<file path="config.mk">
export PLATFORM = sky130hd
export DESIGN_NAME = data_mem_arbiter_flat
export DESIGN_NICKNAME = d
export VERILOG_FILES = /design/src/rtl/data_mem_arbiter_if.sv /design/src/rtl/data_mem_arbiter.sv /design/src/flat_wrapper.sv
export SDC_FILE = /design/constraint.sdc
export NUM_CORES = 1
export LEC_CHECK = 0
export ABC_CLOCK_PERIOD_IN_PS = 4600
export CAP_MARGIN = 10
export CORE_ASPECT_RATIO = 1.25
export CORE_MARGIN = 2
export CORE_UTILIZATION = 35
export CTS_CLUSTER_SIZE = 16
export DETAILED_ROUTE_END_ITERATION = 12
export PLACE_DENSITY = 0.79
export SKIP_LAST_GASP = 1
export SLEW_MARGIN = 40
export SYNTH_ARGS = -nofsm -noshare
export SYNTH_HDL_FRONTEND = slang
export SYNTH_SLANG_ARGS = --single-unit
</file>
<file path="constraint.sdc">
create_clock -name clock -period 4.6 [get_ports clock]
set_input_delay 1.38 -clock clock [delete_from_list [all_inputs] [get_ports clock]]
set_output_delay 1.38 -clock clock [all_outputs]
set_load 0.01 [all_outputs]
</file>
<file path="src/rtl/data_mem_arbiter_if.sv">
// Requester-side bus for the data memory arbiter: one instance per requester port.
// Handshake: a requester raises req with write/addr/wdata and holds all of them stable until grant is seen high in the same cycle;
// grant high means the access is performed on that cycle's clock edge; rvalid pulses for one cycle with rdata on the cycle after a granted read.
interface data_mem_arbiter_if #(
    parameter int ADDRESS_LINE = 8
);
    logic                    req;
    logic                    write;
    logic [ADDRESS_LINE-1:0] addr;
    logic [7:0]              wdata;
    logic                    grant;
    logic [7:0]              rdata;
    logic                    rvalid;

    modport master (output req, write, addr, wdata, input grant, rdata, rvalid);
    modport slave  (input req, write, addr, wdata, output grant, rdata, rvalid);
endinterface

</file>
<file path="src/rtl/data_mem_arbiter.sv">
// Shares the single-port 8-bit data memory between the core MEM stage and the DMA loader.
// Core has fixed priority; a saturating starvation counter forces a DMA grant after STARVE_LIMIT denied cycles.
module data_mem_arbiter #(
    parameter int ADDRESS_LINE = 8,
    parameter int STARVE_LIMIT = 4
) (
    input  logic                    clock,
    input  logic                    reset,
    data_mem_arbiter_if.slave       core,
    data_mem_arbiter_if.slave       dma,
    output logic                    core_stall,
    output logic [ADDRESS_LINE-1:0] mem_address,
    output logic [7:0]              mem_write_data,
    output logic                    mem_write,
    output logic                    mem_read,
    input  logic [7:0]              mem_read_data,
    output logic [7:0]              starve_cnt
);

    localparam logic [7:0] LIMIT = 8'(STARVE_LIMIT);

    logic force_dma;
    logic core_gnt;
    logic dma_gnt;

    // Grants are gated by reset so nothing reaches the memory while reset is held.
    always_comb begin
        force_dma      = (starve_cnt == LIMIT);
        dma_gnt        = ~reset & dma.req & (~core.req | force_dma);
        core_gnt       = ~reset & core.req & ~dma_gnt;
        mem_address    = '0;
        mem_write_data = '0;
        mem_write      = 1'b0;
        mem_read       = 1'b0;
        if (dma_gnt) begin
            mem_address    = dma.addr;
            mem_write_data = dma.wdata;
            mem_write      = dma.write;
            mem_read       = ~dma.write;
        end else if (core_gnt) begin
            mem_address    = core.addr;
            mem_write_data = core.wdata;
            mem_write      = core.write;
            mem_read       = ~core.write;
        end
    end

    assign core.grant = core_gnt;
    assign dma.grant  = dma_gnt;
    assign core_stall = ~reset & core.req & ~core_gnt;

    always_ff @(posedge clock or posedge reset) begin
        if (reset) begin
            starve_cnt  <= '0;
            core.rdata  <= '0;
            core.rvalid <= 1'b0;
            dma.rdata   <= '0;
            dma.rvalid  <= 1'b0;
        end else begin
            core.rvalid <= core_gnt & ~core.write;
            dma.rvalid  <= dma_gnt & ~dma.write;
            if (core_gnt && !core.write) core.rdata <= mem_read_data;
            if (dma_gnt && !dma.write)   dma.rdata  <= mem_read_data;
            // Counts only cycles where DMA is asking and losing; any grant or idle cycle restarts it.
            if (dma.req && !dma_gnt) begin
                if (starve_cnt != LIMIT) starve_cnt <= starve_cnt + 8'd1;
            end else begin
                starve_cnt <= '0;
            end
        end
    end

endmodule

</file>
<file path="src/flat_wrapper.sv">
// flat-port wrapper written by rule: the top's interface ports become plain ports
module data_mem_arbiter_flat 
#(
    parameter int ADDRESS_LINE = 8,
    parameter int STARVE_LIMIT = 4
)
  (clock, reset, core_stall, mem_address, mem_write_data, mem_write, mem_read, mem_read_data, starve_cnt, core_req, core_write, core_addr, core_wdata, core_grant, core_rdata, core_rvalid, dma_req, dma_write, dma_addr, dma_wdata, dma_grant, dma_rdata, dma_rvalid);
  data_mem_arbiter_if #(.ADDRESS_LINE(ADDRESS_LINE)) core_i ();
  data_mem_arbiter_if #(.ADDRESS_LINE(ADDRESS_LINE)) dma_i ();
  input  logic clock;
  input  logic reset;
  output logic core_stall;
  output logic [ADDRESS_LINE-1:0] mem_address;
  output logic [7:0] mem_write_data;
  output logic mem_write;
  output logic mem_read;
  input  logic [7:0] mem_read_data;
  output logic [7:0] starve_cnt;
  input wire logic [$bits(core_i.req)-1:0] core_req;
  input wire logic [$bits(core_i.write)-1:0] core_write;
  input wire logic [$bits(core_i.addr)-1:0] core_addr;
  input wire logic [$bits(core_i.wdata)-1:0] core_wdata;
  output wire logic [$bits(core_i.grant)-1:0] core_grant;
  output wire logic [$bits(core_i.rdata)-1:0] core_rdata;
  output wire logic [$bits(core_i.rvalid)-1:0] core_rvalid;
  input wire logic [$bits(dma_i.req)-1:0] dma_req;
  input wire logic [$bits(dma_i.write)-1:0] dma_write;
  input wire logic [$bits(dma_i.addr)-1:0] dma_addr;
  input wire logic [$bits(dma_i.wdata)-1:0] dma_wdata;
  output wire logic [$bits(dma_i.grant)-1:0] dma_grant;
  output wire logic [$bits(dma_i.rdata)-1:0] dma_rdata;
  output wire logic [$bits(dma_i.rvalid)-1:0] dma_rvalid;
  assign core_i.req = core_req;
  assign core_i.write = core_write;
  assign core_i.addr = core_addr;
  assign core_i.wdata = core_wdata;
  assign core_grant = core_i.grant;
  assign core_rdata = core_i.rdata;
  assign core_rvalid = core_i.rvalid;
  assign dma_i.req = dma_req;
  assign dma_i.write = dma_write;
  assign dma_i.addr = dma_addr;
  assign dma_i.wdata = dma_wdata;
  assign dma_grant = dma_i.grant;
  assign dma_rdata = dma_i.rdata;
  assign dma_rvalid = dma_i.rvalid;
  data_mem_arbiter #(.ADDRESS_LINE(ADDRESS_LINE), .STARVE_LIMIT(STARVE_LIMIT)) u_core (.clock(clock), .reset(reset), .core(core_i), .dma(dma_i), .core_stall(core_stall), .mem_address(mem_address), .mem_write_data(mem_write_data), .mem_write(mem_write), .mem_read(mem_read), .mem_read_data(mem_read_data), .starve_cnt(starve_cnt));
endmodule
</file>
==> results.py, run 1 <==
metrics = {
    "detailed_routing": {
        "firstDrtPassIters": 4,
        "first_iter_violations": 44,
        "wirelength_um": 4082,
        "viasPerCell": 5.216,
        "ant_nets": 0,
        "remaining_drc_errors": 0,
        "num_vias": 1304,
        "wl_per_cell_um": 16.33,
    },
    "final_layout": {
        "areaGrowthSynthToFinish_pct": 81.94,
        "layout-drive-gt1-share_pct": 21.90,
        "nets": 259,
        "diodes": 0,
        "fill_cells": 302,
    },
    "yosys": {
        "syn_area_sq_mm": 0.001344,
        "ys_dominant_reg_cell": "dfrtp_1",
        "netlist.area_leader.share_pct": 48.42,
        "synth_cell_type_count": 31,
        "synth.largest_area_cell": "dfrtp_1",
        "synth_cells": 109,
        "avgSynthCellArea_sq_um": 12.33,
        "synth_seq_cells": 26,
        "syn-num-nets": 157,
        "ys_warn_count": 0,
        "synth_area_leaders": "dfrtp_1 48%, mux2_2 13%, a22o_2 6.0%, a22o_1 5.9%, xor2_1 3.3%",
        "synth_edf_count": 0,
        "ys_seq_area_share_pct": 48.42,
        "ys_async_sr_fraction_pct": 100.0,
    },
    "critical_path": {
        "cpMostUsedCell": "clkdlybuf4s50_1",
        "startpoint": "reset",
        "slowest_delay_ns": 0.55,
        "crit-reg2reg-launch": "u_core.starve_cnt[0]",
        "crit_type": "input port to output port",
        "crit_path_top_delay_cell": "clkdlybuf4s50_1",
        "crit_chain": "clkdlybuf4s50_1 > nand2b_1 > nor2_1 > nand2_1 > inv_1 > or2_2 > clkdlybuf4s50_1",
        "start_kind": "input port",
        "crit_path_end_kind": "output port",
        "critical_path_arrival_ns": 3.14,
        "worstPathMaxFanout": 5,
        "required_ns": 3.22,
    },
    "cts": {
        "cts_buffer_depth": 2,
        "cts_buffers": 3,
        "insertion_delay_ns": 0.27,
        "clk_pin_slew_worst_paths_ns": 0.08,
        "cts_setup_buffers": 0,
        "cts-resized-gates": 0,
        "hold_buffers": 0,
        "root_buffer": "clkbuf_8",
        "cts_tree": "yes",
        "clock_sinks": 26,
        "cts_max_level": 1,
    },
    "timing": {
        "rsz0062_at_grt": "false",
        "slew_viol_final": 0,
        "tightest_slew_ns": 0.4859,
        "clock.fmax_ghz": 0.2211,
        "fin_crit_sh_pct": 98.32,
        "setup-tns-final_ns": 0,
        "max_slew_margin_pct": 67.43,
        "hold_viol": 0,
        "skew_ns": 0.004687,
        "fin_crit_ns": 4.523,
        "report.final.setup_viol": 0,
    },
    "grt": {
        "grt_pass1_wl_um": 6396,
        "antenna_found_initial": 0,
        "grt_start_max_net_pins": 28,
        "overflow": 0,
        "gr-usage-all-layers_pct": 19.03,
        "first_global_vias": 1356,
    },
    "die": {
        "dieArea_sq_mm": 0.004354,
        "dieWidth_um": 59.42,
        "core_area_sq_mm": 0.003722,
        "num_io_pins": 93,
        "start_util_pct": 36.10,
        "rows": 25,
        "die_h_um": 73.28,
    },
    "min_path": {
        "hold_start": "u_core.dma.rdata[5]",
        "min-delay-path-class": "flop to flop",
    },
    "power": {
        "power.density_mw_per_mm2": 283.1,
        "p_leak_nw": 1.020,
        "ir_drop_v": 0.0003137,
        "power_uw": 692.0,
    },
    "status": {
        "status": "finished, final reports clean",
    },
    "placed_design": {
        "place.gp.congestion": 0.8431,
        "port_buffers": 92,
        "dp_hpwl_um": 3349,
    },
    "flow_run": {
        "maxCapViolations": 0,
    },
}
[per-stage QoR]
stage,area [sq um],hold WS (ns),util [%],cells,setup slack (ns)
floorplan,1344,0.5501,-,109,0.2938
global placement,2374,0.4884,63.76,246,0.1496
detailed placement,2374,0.4969,63.76,246,0.1017
CTS,2445,0.5192,65.68,250,0.08890
global route,2445,0.5343,65.68,250,0.01681
finish,2445,0.5155,65.68,250,0.07708
[layer usage]
layer	part of all wire [%]	track usage (%)	routed length, um
met2	52	36.51	2129
met1	35	20.27	1425
met4	0.42	3.030	17
met3	12	5.634	510
met5	0	0	0
[area by class of cell]
cell class / count / area [sq um] / area share [%]
repair buffers: 100 / 1006 / 41.15
multi-input cells: 76 / 651.9 / 26.66
flip-flops and latches: 26 / 650.6 / 26.61
well taps: 40 / 50.05 / 2.047
clock buffers: 3 / 41.29 / 1.689
clock inverters: 1 / 30.03 / 1.228
inverters: 4 / 15.01 / 0.6141
[kinds of logic after synthesis]
family                     after synthesis  synth area share [%]
buffers and inverters                    7                 3.072
xor gates and xnor gates                 6                 3.911
muxes                                   16                 13.41
DFF                                     26                 48.42
adders and majority gates                2                 1.862
and+or+nand+nor                         26                 11.45
AOI/OAI and AO/OA                       26                 17.88
[layout by cell type, fill, tap and decap left out, types with 3 or more instances in the layout]
cell type,Yosys,routed
mux2_2,16,16
a22o_2,8,8
nand3_1,6,6
a22o_1,9,9
dfrtp_1,26,26
xor2_1,5,5
buf_4,0,6
nor3_1,3,3
inv_1,4,4
clkdlybuf4s50_1,0,92
nor2_1,5,5
clkbuf_8,0,3
[Yosys cell counts (3+ instances only)]
| cell | n |
|---|---|
| mux2_2 | 16 |
| a22o_1 | 9 |
| xor2_1 | 5 |
| a22o_2 | 8 |
| nor2_1 | 5 |
| nor3_1 | 3 |
| dfrtp_1 | 26 |
| inv_1 | 4 |
| nand3_1 | 6 |
[path summary, 6_finish.rpt]
| check | to | slack (ns) | cells after the start |
|---|---|---|---|
| setup / recovery | mem_read | 0.08 | 7 |
| hold / removal | u_core.dma.rdata[5] | 0.52 | 1 |
| setup reg to reg | u_core.core.rdata[6] | 2.19 | 7 |
| hold reg to reg | u_core.dma.rdata[5] | 0.52 | 1 |
| max in group asynchronous | u_core.dma.rdata[2] | 2.74 | 3 |
| min in group asynchronous | u_core.starve_cnt[2] | 1.61 | 3 |
[state kept, by name, summed over array words and instances, names as in the netlist]
register	flops
u_core.core.rdata	8
u_core.starve_cnt	8
u_core.dma.rvalid	1
u_core.core.rvalid	1
u_core.dma.rdata	8
[report_power, final]
group / switching [mW] / leakage [nW] / internal [mW]
Sequential: 0.0189 / 0.328 / 0.260
Clock: 0.0692 / 0.0357 / 0.116
Combinational: 0.0797 / 0.656 / 0.148
[critical path, delay by kind of cell]
| family | cells | cell delay (ns) |
|---|---|---|
| buffers and inverters | 3 | 1.09 |
| AND/OR/NAND/NOR | 4 | 0.68 |
No activity file was read; power rests on OpenSTA's default activity.
==> run 2: changes to the inputs <==
CTS_CLUSTER_SIZE = 40   (was 16)
SLEW_MARGIN = 20   (was 40)
==> results of run 2 <==
Same layout as run 1: the final DEF is identical, and so are final timing and power.
